--- src/rtl/debounce_pkg.sv ---
// debounce_pkg
// Shared definitions for the multi-channel debounce / event controller:
//   deb_state_t  - per-channel debounce FSM state encoding
//   EVT_PRESS    - event polarity value for "became active"
//   EVT_RELEASE  - event polarity value for "became inactive"
package debounce_pkg;

  typedef enum logic [1:0] {
    ST_RELEASED  = 2'd0,
    ST_PRESS_CHK = 2'd1,
    ST_PRESSED   = 2'd2,
    ST_REL_CHK   = 2'd3
  } deb_state_t;

  localparam logic EVT_PRESS   = 1'b1;
  localparam logic EVT_RELEASE = 1'b0;

endpackage

--- src/rtl/debounce_channel_fsm.sv ---
// debounce_channel_fsm
// One channel of the debouncer: qualification FSM, tick counter, debounced
// level and the pending-event / sticky-drop flags.
// Ports:
//   clk, rstn    clock, asynchronous active-low reset
//   enable       low = force RELEASED and discard pending event (drop kept)
//   tick         shared sample tick
//   act          input is at its active level this cycle
//   delay_value  consecutive ticks required to qualify an edge
//   accept       pending event of this channel is handed off this clk
//   drop_clr     clears the sticky drop flag
//   level        debounced active state
//   pend         event waiting for the scheduler
//   pend_rise    polarity of the waiting event
//   drop         sticky: a pending event was overwritten
module debounce_channel_fsm
  import debounce_pkg::*;
#(
  parameter int WIDTH = 4
) (
  input  logic             clk,
  input  logic             rstn,
  input  logic             enable,
  input  logic             tick,
  input  logic             act,
  input  logic [WIDTH-1:0] delay_value,
  input  logic             accept,
  input  logic             drop_clr,
  output logic             level,
  output logic             pend,
  output logic             pend_rise,
  output logic             drop
);

  deb_state_t       state;
  logic [WIDTH-1:0] cnt;
  logic [WIDTH-1:0] cnt_inc;
  logic             short_delay;
  logic             press_qual;
  logic             rel_qual;
  logic             evt;

  // Counter wraps modulo 2^WIDTH; equality compare means a shrunken
  // delay_value is only met again after a full wrap.
  assign cnt_inc     = cnt + WIDTH'(1);
  assign short_delay = (delay_value <= WIDTH'(1));

  // Edges that change the debounced level (and so produce an event).
  assign press_qual = tick && act &&
                      ((state == ST_RELEASED && short_delay) ||
                       (state == ST_PRESS_CHK && cnt_inc == delay_value));
  assign rel_qual   = tick && !act &&
                      ((state == ST_PRESSED && short_delay) ||
                       (state == ST_REL_CHK && cnt_inc == delay_value));
  assign evt        = press_qual || rel_qual;

  always_ff @(posedge clk or negedge rstn) begin
    if (!rstn) begin
      state     <= ST_RELEASED;
      cnt       <= '0;
      level     <= 1'b0;
      pend      <= 1'b0;
      pend_rise <= 1'b0;
      drop      <= 1'b0;
    end else if (!enable) begin
      state <= ST_RELEASED;
      cnt   <= '0;
      level <= 1'b0;
      pend  <= 1'b0;
      if (drop_clr) drop <= 1'b0;
    end else begin
      if (tick) begin
        case (state)
          ST_RELEASED: begin
            if (act) begin
              if (short_delay) begin
                state <= ST_PRESSED;
                level <= 1'b1;
              end else begin
                state <= ST_PRESS_CHK;
                cnt   <= WIDTH'(1);
              end
            end
          end
          ST_PRESS_CHK: begin
            if (!act) begin
              state <= ST_RELEASED;
              cnt   <= '0;
            end else if (press_qual) begin
              state <= ST_PRESSED;
              cnt   <= '0;
              level <= 1'b1;
            end else begin
              cnt <= cnt_inc;
            end
          end
          ST_PRESSED: begin
            if (!act) begin
              if (short_delay) begin
                state <= ST_RELEASED;
                level <= 1'b0;
              end else begin
                state <= ST_REL_CHK;
                cnt   <= WIDTH'(1);
              end
            end
          end
          default: begin // ST_REL_CHK
            if (act) begin
              state <= ST_PRESSED;
              cnt   <= '0;
            end else if (rel_qual) begin
              state <= ST_RELEASED;
              cnt   <= '0;
              level <= 1'b0;
            end else begin
              cnt <= cnt_inc;
            end
          end
        endcase
      end

      // A new event wins over a same-clk accept of the old one.
      if (evt) begin
        pend      <= 1'b1;
        pend_rise <= press_qual ? EVT_PRESS : EVT_RELEASE;
      end else if (accept) begin
        pend <= 1'b0;
      end

      if (evt && pend && !accept) drop <= 1'b1;
      else if (drop_clr)          drop <= 1'b0;
    end
  end

endmodule

--- src/rtl/debounce_event_ctrl.sv ---
// debounce_event_ctrl
// Multi-channel debounce with a shared sample prescaler and a round-robin
// valid/ready event port.
// Ports:
//   clk, rstn      clock, asynchronous active-low reset
//   enable         low = synchronous abort/clear (evt_drop kept)
//   prescale       sample tick period minus 1
//   delay_value    consecutive ticks required to qualify an edge
//   polarity       active level per channel (1 = active-high)
//   din            synchronised raw inputs
//   level          debounced active state per channel
//   evt_valid/evt_ready/evt_ch/evt_rise  event handshake port
//   evt_drop       sticky per-channel lost-event flags
//   drop_clr       write-1 pulse clearing evt_drop bits
module debounce_event_ctrl
  import debounce_pkg::*;
#(
  parameter  int CH    = 4,
  parameter  int WIDTH = 4,
  parameter  int PRE_W = 8,
  localparam int CH_W  = $clog2(CH)
) (
  input  logic             clk,
  input  logic             rstn,
  input  logic             enable,
  input  logic [PRE_W-1:0] prescale,
  input  logic [WIDTH-1:0] delay_value,
  input  logic [CH-1:0]    polarity,
  input  logic [CH-1:0]    din,
  output logic [CH-1:0]    level,
  output logic             evt_valid,
  input  logic             evt_ready,
  output logic [CH_W-1:0]  evt_ch,
  output logic             evt_rise,
  output logic [CH-1:0]    evt_drop,
  input  logic [CH-1:0]    drop_clr
);

  logic [PRE_W-1:0] pre_cnt;
  logic             tick;
  logic [CH-1:0]    act;
  logic [CH-1:0]    pend;
  logic [CH-1:0]    pend_rise;
  logic [CH-1:0]    accept;
  logic [CH-1:0]    cand;
  logic [CH_W-1:0]  ptr;
  logic [CH_W-1:0]  ch_inc;
  logic [CH_W-1:0]  base;
  logic [CH_W-1:0]  pick_idx;
  logic             pick_found;
  logic             hs;

  // Prescaler: a count above a freshly lowered prescale wraps without a tick.
  always_ff @(posedge clk or negedge rstn) begin
    if (!rstn)                            pre_cnt <= '0;
    else if (!enable || pre_cnt >= prescale) pre_cnt <= '0;
    else                                  pre_cnt <= pre_cnt + PRE_W'(1);
  end

  assign tick = enable && (pre_cnt == prescale);
  assign act  = ~(din ^ polarity);
  assign hs   = evt_valid && evt_ready;

  genvar gi;
  for (gi = 0; gi < CH; gi++) begin : g_ch
    assign accept[gi] = hs && (evt_ch == CH_W'(gi));

    debounce_channel_fsm #(.WIDTH(WIDTH)) u_fsm (
      .clk        (clk),
      .rstn       (rstn),
      .enable     (enable),
      .tick       (tick),
      .act        (act[gi]),
      .delay_value(delay_value),
      .accept     (accept[gi]),
      .drop_clr   (drop_clr[gi]),
      .level      (level[gi]),
      .pend       (pend[gi]),
      .pend_rise  (pend_rise[gi]),
      .drop       (evt_drop[gi])
    );
  end

  // On a handshake the search already starts past the granted channel and
  // excludes it, so the next event can be presented back-to-back.
  assign ch_inc = (int'(evt_ch) == CH - 1) ? '0 : evt_ch + CH_W'(1);
  assign base   = hs ? ch_inc : ptr;
  assign cand   = pend & ~accept;

  always_comb begin : pick_blk
    int idx;
    idx        = 0;
    pick_found = 1'b0;
    pick_idx   = '0;
    for (int k = 0; k < CH; k++) begin
      idx = int'(base) + k;
      if (idx >= CH) idx = idx - CH;
      if (!pick_found && cand[idx]) begin
        pick_found = 1'b1;
        pick_idx   = CH_W'(idx);
      end
    end
  end

  always_ff @(posedge clk or negedge rstn) begin
    if (!rstn) begin
      evt_valid <= 1'b0;
      evt_ch    <= '0;
      evt_rise  <= 1'b0;
      ptr       <= '0;
    end else if (!enable) begin
      evt_valid <= 1'b0;
    end else begin
      if (hs) ptr <= ch_inc;
      // Output data is captured at grant and held while the consumer stalls.
      if (!evt_valid || hs) begin
        evt_valid <= pick_found;
        if (pick_found) begin
          evt_ch   <= pick_idx;
          evt_rise <= pend_rise[pick_idx];
        end
      end
    end
  end

endmodule
--- config.mk ---
export PLATFORM = sky130hd
export DESIGN_NAME = debounce_event_ctrl
export DESIGN_NICKNAME = d
export VERILOG_FILES = /design/src/rtl/debounce_pkg.sv /design/src/rtl/debounce_channel_fsm.sv /design/src/rtl/debounce_event_ctrl.sv
export SDC_FILE = /design/constraint.sdc
export NUM_CORES = 1
export LEC_CHECK = 0
export ABC_CLOCK_PERIOD_IN_PS = 5900
export BUFFER_PORTS_ARGS = -buffer_cell sky130_fd_sc_hd__clkbuf_2
export CORE_ASPECT_RATIO = 1.5
export CORE_MARGIN = 2
export CORE_UTILIZATION = 64
export CTS_CLUSTER_SIZE = 40
export DETAILED_ROUTE_END_ITERATION = 6
export GPL_TIMING_DRIVEN = 0
export PLACE_DENSITY = 0.88
export SLEW_MARGIN = 25
export SYNTH_ARGS = -nofsm -noshare
export SYNTH_HDL_FRONTEND = slang
export SYNTH_HIERARCHICAL = 1
export SYNTH_SLANG_ARGS = --single-unit
--- constraint.sdc ---
create_clock -name clk -period 5.9 [get_ports clk]
set_input_delay 0.59 -clock clk [delete_from_list [all_inputs] [get_ports clk]]
set_output_delay 0.59 -clock clk [all_outputs]
set_load 0.02 [all_outputs]
==> results of run 1 <==
-- cells in the mapped netlist, types with 3 or more instances --
| cell type | number |
|---|---|
| a211oi_1 | 4 |
| a21oi_1 | 8 |
| a311oi_1 | 4 |
| a311oi_2 | 4 |
| a31oi_1 | 13 |
| a32oi_1 | 4 |
| clkbuf_1 | 5 |
| dfrtp_1 | 54 |
| ha_1 | 17 |
| inv_1 | 51 |
| nand2_1 | 23 |
| nand2b_1 | 5 |
| nand3_1 | 27 |
| nand4_1 | 14 |
| nand4_2 | 3 |
| nand4b_1 | 4 |
| nor2_1 | 16 |
| nor2b_1 | 3 |
| nor3_1 | 5 |
| o2111ai_1 | 5 |
| o211a_1 | 5 |
| o211ai_1 | 14 |
| o21a_2 | 3 |
| o21ai_0 | 13 |
| o21bai_1 | 4 |
| o22ai_1 | 5 |
| o32ai_1 | 12 |
| o32ai_2 | 4 |
| or3_2 | 3 |
| or4_4 | 4 |
| xnor2_1 | 17 |
| xnor2_2 | 4 |
| xnor3_1 | 4 |
| xor2_1 | 13 |
| xor2_2 | 4 |
-- state kept, by name (all words and copies together), names as in the netlist --
register / flops
evt_ch: 2
evt_rise: 1
evt_valid: 1
g_ch.u_fsm/cnt: 16
g_ch.u_fsm/drop: 4
g_ch.u_fsm/level: 4
g_ch.u_fsm/pend: 4
g_ch.u_fsm/pend_rise: 4
g_ch.u_fsm/state: 8
pre_cnt: 8
ptr: 2
-- where the power goes --
| part | leakage, nW | internal [W] | switching, W |
|---|---|---|---|
| combinational | 1.04 | 0.0000417 | 0.0000727 |
| clock | 0.0447 | 0.0000860 | 0.000130 |
| sequential | 0.715 | 0.000375 | 0.00000581 |
-- layer usage --
metal	share of wire [%]	wire length, um	global-route usage, %	up-vias
met5	0	0	0	-
met4	3.5	328	12.72	0
met3	6.5	601	4.299	36
met2	52	4852	52.19	175
met1	37	3468	34.28	1653
li1	-	-	-	1609
-- critical path: stages --
cell and delay (ns):
clkbuf_2 0.47, clkbuf_1 0.35, nand2_1 0.11, nor3_2 0.73, clkbuf_1 0.44, nand4_1 0.24, o32ai_1 0.32
-- placed cells by master (no fill, tap or decap), drive strengths merged, types with 15 or more instances in the layout --
cell type   n
o21ai      15
ha         17
xnor2      21
o32ai      16
clkbuf     48
nor2       16
xor2       17
dfrtp      54
nand2      23
nand3      27
nand4      17
inv        52
-- cells by family after synthesis --
logic type / count (synthesis) / share of synthesized area, %
xor+xnor: 42 / 12.39
flops: 54 / 34.67
fa+ha+maj: 17 / 5.457
mux: 3 / 0.8988
simple gates: 113 / 16.44
buf+inv: 58 / 5.971
compound gates: 118 / 24.17
-- worst max path at each step --
stage | from | depth (start not counted) | slack [ns] | endpoint
finish | enable | 7 | 2.84 | g_ch[0].u_fsm/cnt[2]
global route | enable | 7 | 2.58 | g_ch[2].u_fsm/cnt[3]
global placement | enable | 8 | 2.24 | g_ch[2].u_fsm/state[1]
detailed placement | enable | 7 | 2.61 | g_ch[0].u_fsm/cnt[2]
floorplan | prescale[5] | 8 | 3.33 | g_ch[0].u_fsm/state[1]
CTS | enable | 7 | 2.93 | g_ch[0].u_fsm/cnt[2]
-- area by class of cell --
cell class                 count  area (um^2)  share of cell area [%]
buffer                         7        41.29                  0.9649
clock buffer                   5        68.82                   1.608
clock inverter                 3        25.02                  0.5848
inverter                      51        191.4                   4.474
multi-input combinational    293         2318                   54.18
sequential                    54         1351                   31.58
tap                           72        90.09                   2.105
timing repair buffer          38        192.7                   4.503
-- metrics by stage --
stage	std cells	setup slack, ns	hold WS (ns)
floorplan	405	3.329	0.2944
global placement	515	2.243	0.4965
detailed placement	515	2.606	0.5054
CTS	523	2.928	0.3807
global route	523	2.579	0.4180
finish	523	2.844	0.3543
==> summary.md, run 1 <==
| Metric | Value |
|---|---|
| Longest Clk Path Bufs | 2 |
| Worst-Margin Slew | 0.8978 ns |
| Ports | 40 |
| Post-synth top area share | 34.67% |
| Ys Warns | 6 |
| Fin area | 4279 um^2 |
| Critical path type | in -> reg |
| Fill count | 439 |
| Remaining Overflow, GRT | 0 |
| Final worst path period share | 51.79% |
| Postcts setup bufs | 0 |
| Register area share after synthesis | 34.67% |
| Post-Route Utilization | 73.42% |
| Clock latency on the worst-skew pair | 0.31 ns |
| Min-Delay Path Class | in -> async |
| Critical path arrival | 3.26 ns |
| Post-synth ARST share | 100.0% |
| Critical path required time | 6.11 ns |
| Distinct cells, synth | 55 |
| Worst reg2reg endpoint | g_ch[0].u_fsm/cnt[2] |
| Post-route ant nets | 0 |
| Gpl congestion | 0.8751 |
| Core area | 5828 um^2 |
| CTS H-tree lvls | 2 |
| Final number of setup-violating endpoints | 0 |
| Die Y | 99.58 um |
| Final setup TNS | 0 ns |
| Post-DP Area | 4185 um^2 |
| Layout cell share with drive strength beyond 1 | 18.40% |
| Inserted Clock Buffers | 5 |
| Outcome | completed |
| Final Power | 0.0007118 W |
| Skew final | 0.005862 ns |
| Die span in x | 67.72 um |
| DRC | 0 |
| DR pass1 iterations | 5 |
| Total track usage | 29.50% |
| Minimum clock period after layout | 3.056 ns |
| Diodes inserted | 0 |
| Syn Inst Count | 405 |
| Via count | 3473 |
| Final hold vios | 0 |
| FF+latch count, synth | 54 |
| CTS clk-pin slew, worst paths | 0.10 ns |
| Synth area leader | dfrtp_1 |
| Max-slew headroom | 39.82% |
| Critical path capture point type | register |
| Reg-to-reg critical path startpoint | pre_cnt[5] |
| WL/cell | 17.69 um |
| Leakage | 1.795 nW |
| Starting density of the core | 66.87% |
| Post-synth EDFFs | 0 |
| Post-synth top flop | dfrtp_1 |
| Port Buf Inserts | 38 |
| Layout Nets | 495 |
| Antenna violations before repair | 0 |
| Largest net degree at the start of global routing | 55 |
| Vias in the first global route | 3489 |
| Drt initial violations | 218 |
| Critical Path Start Type | input pin |
| RSZ-0062 raised after global routing | false |
| Syn Nets | 450 |
| Slew Limit Fails | 0 |
| PwrDens | 166.3 nW/um^2 |
| Routed WL | 9.251 mm |
| Maxcap violations | 0 |
| Fmax | 0.3273 GHz |
| Area grow syn2layout | 9.791% |
| DPL Wire Length | 6.819 mm |
| Post-CTS Resized | 0 |
| Row count | 34 |
| Flop2flop setup slack | 3.12 ns |
| CTS sink cnt | 54 |
| CTS tree | built |
| Via density per instance | 6.641 |
| Mapped Area | 3897 um^2 |
| Synth top area cells | dfrtp_1, ha_1, inv_1, xnor2_1, nand3_1 |
| Global-route wire length before repair | 15.61 mm |
| Clock Tree Root | clkbuf_8 |
| Synth Area per Inst | 9.623 um^2 |
| Crit-path max FO | 29 |
| Hold buffer count at cts | 0 |
| Die ar. | 6743 um^2 |
| Reg2reg path depth | 6 |
| Peak supply drop | 0.1288 mV |
No activity file was read; power rests on OpenSTA's default activity.
==> run 2, diff against run 1 <==
--- a/config.mk
+++ b/config.mk
@@ -5,15 +5,15 @@
 export SDC_FILE = /design/constraint.sdc
 export NUM_CORES = 1
 export LEC_CHECK = 0
-export ABC_CLOCK_PERIOD_IN_PS = 5900
+export ABC_CLOCK_PERIOD_IN_PS = 2900
 export BUFFER_PORTS_ARGS = -buffer_cell sky130_fd_sc_hd__clkbuf_2
 export CORE_ASPECT_RATIO = 1.5
 export CORE_MARGIN = 2
-export CORE_UTILIZATION = 64
+export CORE_UTILIZATION = 60
 export CTS_CLUSTER_SIZE = 40
 export DETAILED_ROUTE_END_ITERATION = 6
 export GPL_TIMING_DRIVEN = 0
-export PLACE_DENSITY = 0.88
+export PLACE_DENSITY = 0.83
 export SLEW_MARGIN = 25
 export SYNTH_ARGS = -nofsm -noshare
 export SYNTH_HDL_FRONTEND = slang
==> constraint.sdc (replaced) <==
create_clock -name clk -period 2.9 [get_ports clk]
set_input_delay 0.29 -clock clk [delete_from_list [all_inputs] [get_ports clk]]
set_output_delay 0.29 -clock clk [all_outputs]
set_load 0.02 [all_outputs]
==> run 2 against run 1 <==
- clock power up 140%
- sequential power rose by 100%
- sequential cell count unchanged
- worst setup slack worse by 2.4 ns
- critical path type is now reg -> reg
- critical endpoint is now g_ch[3].u_fsm/state[1]
- largest cell class unchanged
- largest power group unchanged
==> summary.md, run 2 (synthesized netlist as in run 1, its figures left out) <==
| Metric | Value |
|---|---|
| Inserted Clock Buffers | 5 (unchanged) |
| Port Buf Inserts | 38 (unchanged) |
| Layout cell share with drive strength beyond 1 | 18.58% (+0.18 points) |
| Layout Nets | 496 (+0.20%) |
| Slew Limit Fails | 0 (unchanged) |
| Critical path capture point type | register |
| Largest register FFs | 16 (unchanged) |
| Row count | 36 (+5.9%) |
| Final hold vios | 0 (unchanged) |
| Die span in x | 69.81 um (+3.1%) |
| Min-Delay Path Class | in -> async |
| Clock Tree Root | clkbuf_8 |
| PwrDens | 351.7 nW/um^2 (+110%) |
| Post-place setup slack | 0.1886 ns (-2.417 ns) |
| Top flop regs | g_ch.u_fsm/cnt (16), g_ch.u_fsm/state (8), pre_cnt (8) |
| Crit path max-delay family | buffers and inverters |
| Largest net degree at the start of global routing | 55 (unchanged) |
| Hold buffer count at cts | 0 (unchanged) |
| Final number of setup-violating endpoints | 0 (unchanged) |
| Global-route wire length before repair | 15.04 mm (-3.7%) |
| CTS sink cnt | 54 (unchanged) |
| Minimum clock period after layout | 2.499 ns |
| Die Y | 102.7 um (+3.1%) |
| Most frequent cells in the layout | dfrtp_1, inv_1, clkbuf_2 |
| CTS H-tree lvls | 2 (unchanged) |
| Worst-Margin Slew | 0.7465 ns (-0.1513 ns) |
| Final worst path period share | 86.16% |
| Critical Path Start Type | register |
| Critical path required time | 3.07 ns (-3.04 ns) |
| Ports | 40 (unchanged) |
| Clock latency on the worst-skew pair | 0.31 ns (about the same) |
| Via count | 3410 (-1.8%) |
| RSZ-0062 raised after global routing | false |
| Outcome | completed |
| Critical path type | reg -> reg |
| Fmax | 0.4002 GHz |
| Min Hold Slack | 0.05995 ns (-0.2943 ns) |
| DR pass1 iterations | 5 (unchanged) |
| Max-slew headroom | 50.23% (+10 points) |
| Reg with most FFs | g_ch.u_fsm/cnt |
| Slowest cell delay on critical path | 0.44 ns (-0.29 ns) |
| Post-route ant nets | 0 (unchanged) |
| Vias in the first global route | 3386 (-3.0%) |
| Longest Clk Path Bufs | 2 (unchanged) |
| CTS tree | built |
| Skew final | 0.005129 ns (-0.0007327 ns) |
| Critical path arrival | 2.67 ns (-0.59 ns) |
| Final Power | 0.001515 W (+110%) |
| WP depth | 8 (+1) |
| WL/cell | 16.86 um (-4.7%) |
| Crit-path max FO | 11 (-62%) |
| Diodes inserted | 0 (unchanged) |
| Die ar. | 7170 um^2 (+6.3%) |
| Postcts setup bufs | 0 (unchanged) |
| Reg2reg path depth | 8 (+2) |
| Flop2flop setup slack | 0.40 ns (-2.72 ns) |
| Peak supply drop | 0.2925 mV (+130%) |
| Leakage | 1.813 nW (+1.0%) |
| Commonest non-fill, non-tap cell in the layout | dfrtp_1 |
| Antenna violations before repair | 0 (unchanged) |
| Total track usage | 25.76% (-3.7 points) |
| DRC | 0 (unchanged) |
| Remaining Overflow, GRT | 0 (unchanged) |
| Worst path buffer plus inverter count | 2 (-1) |
| Routed WL | 8.903 mm (-3.8%) |
| Worst-path cell chain | ha_1 -> nand4_1 -> nor3_2 -> buf_4 -> clkbuf_1 -> nand2_1 -> a32oi_1 -> a311oi_2 |
| Slack of the critical path | 0.4014 ns (-2.443 ns) |
| CTS clk-pin slew, worst paths | 0.10 ns (about the same) |
| Drt initial violations | 173 (-21%) |
| DPL Wire Length | 6.493 mm (-4.8%) |
| Via density per instance | 6.458 (-2.7%) |
| Starting density of the core | 60.94% (-5.9 points) |
| Maxcap violations | 0 (unchanged) |
| Core area | 6396 um^2 (+9.7%) |
| Area grow syn2layout | 10.50% |
| Post-CTS Resized | 0 (unchanged) |
| Critical-path top delay cell | dfrtp_1 |
| Gpl congestion | 0.8616 (-1.5%) |
-- run 2: cell types whose count changed in the layout (fill, tap and decap cells not counted), sizes merged --
cell,change
clkinvlp,-1
clkinv,+1
buf,+1
inv,-1
bufinv,+1
-- run 2: stage by stage --
step	instances	util (%)	TNS, ns	instance area, um^2
after floorplan	405	-	0	3897
after global placement	519	65.40	-19.09	4183
after detailed placement	520	65.63	0	4198
after CTS	528	67.33	0	4307
after global routing	528	67.33	0	4307
final	528	67.33	0	4307
-- run 2: layout make-up --
type,count,area [um^2]
fill,494,2090
inverter,51,191.4
buffer,7,41.29
sequential,54,1351
multi-input combinational,293,2318
timing repair buffer,39,200.2
clock buffer,5,68.82
clock inverter,3,40.04
tap,76,95.09
-- run 2: path summary, 6_finish.rpt --
check,from,to
min in group clk,drop_clr[1],g_ch[1].u_fsm/drop
max reg2reg,pre_cnt[5],g_ch[3].u_fsm/state[1]
min,rstn,g_ch[1].u_fsm/drop
max in group asynchronous,rstn,pre_cnt[0]
min reg2reg,g_ch[2].u_fsm/drop,g_ch[2].u_fsm/drop
max,pre_cnt[5],g_ch[3].u_fsm/state[1]
-- run 2: routing by layer --
layer | share of wire [%] | wire (um) | track usage (%) | vias up
li1 | - | - | - | 1622
met1 | 39 | 3508 | 29.72 | 1640
met5 | 0 | 0 | 0 | -
met4 | 2.3 | 207 | 11.54 | 0
met2 | 53 | 4736 | 47.84 | 123
met3 | 5.1 | 452 | 3.226 | 25
-- run 2: power breakdown --
| group | switching (W) | total (W) | internal [W] |
|---|---|---|---|
| Clock | 0.000254 | 0.000508 | 0.000255 |
| Combinational | 0.000146 | 0.000231 | 0.0000849 |
| Sequential | 0.0000114 | 0.000775 | 0.000763 |
| Total | 0.000412 | 0.00151 | 0.00110 |
-- run 2: worst register-to-register path, cell delays in order (launching register included) --
cell and delay, ns:
dfrtp_1 0.44, ha_1 0.31, nand4_1 0.15, nor3_2 0.30
buf_4 0.26, clkbuf_1 0.39, nand2_1 0.11, a32oi_1 0.27
a311oi_2 0.13
==> run 3, diff against run 2 <==
--- a/config.mk
+++ b/config.mk
@@ -6,7 +6,7 @@
 export NUM_CORES = 1
 export LEC_CHECK = 0
 export ABC_CLOCK_PERIOD_IN_PS = 2900
-export BUFFER_PORTS_ARGS = -buffer_cell sky130_fd_sc_hd__clkbuf_2
+export BUFFER_PORTS_ARGS = -buffer_cell sky130_fd_sc_hd__buf_2
 export CORE_ASPECT_RATIO = 1.5
 export CORE_MARGIN = 2
 export CORE_UTILIZATION = 60
==> run 3 against run 2 <==
- worst hold slack worse by 0.051 ns
- clock power increased by 1%
- clock skew rose by 0.0019 ns
- critical path depth is 1 lower
- critical path type unchanged
- non-clock buffer count unchanged
==> summary.md, run 3 (synthesized netlist as in run 1, its figures left out) <==
| Metric | Value |
|---|---|
| Critical Path Start Type | register |
| Routed WL | 8.800 mm (-1.2%) |
| Most common cell on crit path | nand4_1 |
| Critical-path top delay cell | dfrtp_1 |
| Maxcap violations | 0 (unchanged) |
| Fill count | 512 (+3.6%) |
| Max-slew headroom | 54.01% (+3.8 points) |
| Largest register FFs | 16 (unchanged) |
| Port Buf Inserts | 38 (unchanged) |
| Postcts setup bufs | 0 (unchanged) |
| Vias in the first global route | 3256 (-3.8%) |
| WL/cell | 16.67 um (-1.2%) |
| Final worst path period share | 87.65% (+1.5 points) |
| Total track usage | 25.49% (-0.28 points) |
| Sw Share | 27.15% (-0.031 points) |
| Clock group share of total power | 33.9% (+0.3 points) |
| Leakage | 1.809 nW (-0.24%) |
| Final setup TNS | 0 ns (unchanged) |
| Register area | 1351 um^2 (unchanged) |
| Diodes inserted | 0 (unchanged) |
| Post-route ant nets | 0 (unchanged) |
| Post-CTS Resized | 0 (unchanged) |
| Critical path arrival | 2.75 ns (+0.08 ns) |
| Crit path max-delay family | simple AND/OR/NAND/NOR gates |
| Largest net degree at the start of global routing | 55 (unchanged) |
| Layout Nets | 496 (unchanged) |
| Min-Delay Path Class | in -> async |
| Gpl congestion | 0.8730 (+1.3%) |
| Die Y | 102.7 um (unchanged) |
| Post-place setup slack | 0.1603 ns (-0.02830 ns) |
| Clock Tree Root | clkbuf_8 |
| CTS sink cnt | 54 (unchanged) |
| Reg with most FFs | g_ch.u_fsm/cnt |
| Net Sw Power | 0.0004122 W (+0.14%) |
| Seq pwr share | 51.0% (-0.2 points) |
| CTS H-tree lvls | 2 (unchanged) |
| CTS clk-pin slew, worst paths | 0.10 ns (about the same) |
| Peak supply drop | 0.2347 mV (-20%) |
| Remaining Overflow, GRT | 0 (unchanged) |
| Fmax | 0.3934 GHz (-1.7%) |
| Combinational fraction of design power | 15.1% (-0.2 points) |
| Row count | 36 (unchanged) |
| CTS tree | built |
| Inserted Clock Buffers | 5 (unchanged) |
| Skew final | 0.006994 ns (+0.001865 ns) |
| Antenna violations before repair | 0 (unchanged) |
| Slack of the critical path | 0.3583 ns (-0.04317 ns) |
| Ports | 40 (unchanged) |
| Area grow syn2layout | 10.53% (about the same) |
| Top flop regs | g_ch.u_fsm/cnt (16), g_ch.u_fsm/state (8), pre_cnt (8) |
| Core area | 6396 um^2 (unchanged) |
| Flop2flop setup slack | 0.36 ns (-0.04 ns) |
| Outcome | completed |
| Final number of setup-violating endpoints | 0 (unchanged) |
| DPL Wire Length | 6.462 mm (-0.48%) |
| Commonest non-fill, non-tap cell in the layout | dfrtp_1 |
| Slowest cell delay on critical path | 0.43 ns (about the same) |
| Die ar. | 7170 um^2 (unchanged) |
| Starting density of the core | 60.94% (unchanged) |
| Longest Clk Path Bufs | 2 (unchanged) |
| DR pass1 iterations | 5 (unchanged) |
| Critical path capture point type | register |
| Clock latency on the worst-skew pair | 0.32 ns (about the same) |
| Worst path buffer plus inverter count | 2 (unchanged) |
| Drt initial violations | 137 (-21%) |
| Global-route wire length before repair | 14.76 mm (-1.8%) |
| Hold buffer count at cts | 0 (unchanged) |
| Footprint of the multi-input gates | 2318 um^2 (unchanged) |
| Critical path required time | 3.11 ns (+0.04 ns) |
| Minimum clock period after layout | 2.542 ns (+0.04317 ns) |
| Die span in x | 69.81 um (unchanged) |
| Crit-path max FO | 11 (unchanged) |
| Via density per instance | 6.481 (+0.35%) |
| Layout cell share with drive strength beyond 1 | 18.36% (-0.22 points) |
| Worst-Margin Slew | 0.6899 ns (-0.05659 ns) |
| Slew Limit Fails | 0 (unchanged) |
| Most frequent cells in the layout | dfrtp_1, inv_1, buf_2 |
| Int Power | 0.001106 W (+0.30%) |
| Via count | 3422 (+0.35%) |
| Final hold vios | 0 (unchanged) |
| RSZ-0062 raised after global routing | false |
| DRC | 0 (unchanged) |
| PwrDens | 352.5 nW/um^2 (+0.23%) |
| Worst-path cell chain | ha_1 -> nand4_1 -> nor3_2 -> buf_4 -> clkbuf_1 -> nand4_1 -> o32ai_1 |
| Critical path type | reg -> reg |
## run 3: changes by cell type in the layout (fill, tap and decap cells not counted)
| cell | change |
|---|---|
| clkinvlp_4 | +1 |
| clkinv_2 | -2 |
| clkbuf_2 | -37 |
| buf_2 | +37 |
| clkbuf_1 | +1 |
| buf_4 | +1 |
| clkbuf_4 | -1 |
## run 3: per-stage QoR
step / hold WS, ns / total power, W / std cells / cell area, um^2 / utilization, %
2_1_floorplan: -0.005591 / 0.0009310 / 405 / 3897 / -
3_3_place_gp: 0.4881 / 0.001010 / 519 / 4183 / 65.40
3_5_place_dp: 0.3822 / 0.001018 / 520 / 4198 / 65.63
4_1_cts: 0.03071 / 0.001528 / 528 / 4308 / 67.35
5_1_grt: 0.07432 / 0.001585 / 528 / 4308 / 67.35
6_report: 0.009246 / 0.001518 / 528 / 4308 / 67.35
## run 3: power by group through the flow
| stage | Clock [W] | Combinational (W) | Sequential (W) |
|---|---|---|---|
| floorplan | 0 | 0.000141 | 0.000790 |
| global placement | 0 | 0.000221 | 0.000789 |
| detailed placement | 0 | 0.000228 | 0.000790 |
| CTS | 0.000524 | 0.000229 | 0.000775 |
| global route | 0.000553 | 0.000255 | 0.000777 |
| finish | 0.000514 | 0.000230 | 0.000774 |
## run 3: final timing paths
path                        startpoint                    to  cells past startpoint
min reg2reg                     ptr[0]                ptr[0]                      2
max in group asynchronous         rstn  g_ch[3].u_fsm/cnt[0]                      1
min                               rstn              evt_rise                      1
max reg2reg                 pre_cnt[5]  g_ch[2].u_fsm/cnt[2]                      7
min in group clk           drop_clr[1]    g_ch[1].u_fsm/drop                      2
max                         pre_cnt[5]  g_ch[2].u_fsm/cnt[2]                      7
## run 3: cell type report
cell class	count	area share (%)
inverters	51	4.444
clock inverters	2	0.8713
repair buffers	39	4.647
multi-input cells	293	53.82
clock buffers	6	1.685
flip-flops and latches	54	31.37
plain buffers	7	0.9585
well taps	76	2.207
## run 3: metal layers
| metal | up-vias | global-route usage (%) | wire length, um |
|---|---|---|---|
| li1 | 1612 | - | - |
| met1 | 1634 | 30.53 | 3530 |
| met5 | - | 0 | 0 |
| met3 | 33 | 4.008 | 477 |
| met2 | 143 | 45.64 | 4520 |
| met4 | 0 | 10.95 | 272 |
## run 3: worst reg2reg max path, delay by kind of cell, from the launching register on
| family | cells | cell delay (ns) |
|---|---|---|
| and+or+nand+nor | 3 | 0.72 |
| buffers and inverters | 2 | 0.67 |
| DFF | 1 | 0.43 |
| adders and majority gates | 1 | 0.31 |
| AOI/OAI and AO/OA | 1 | 0.31 |
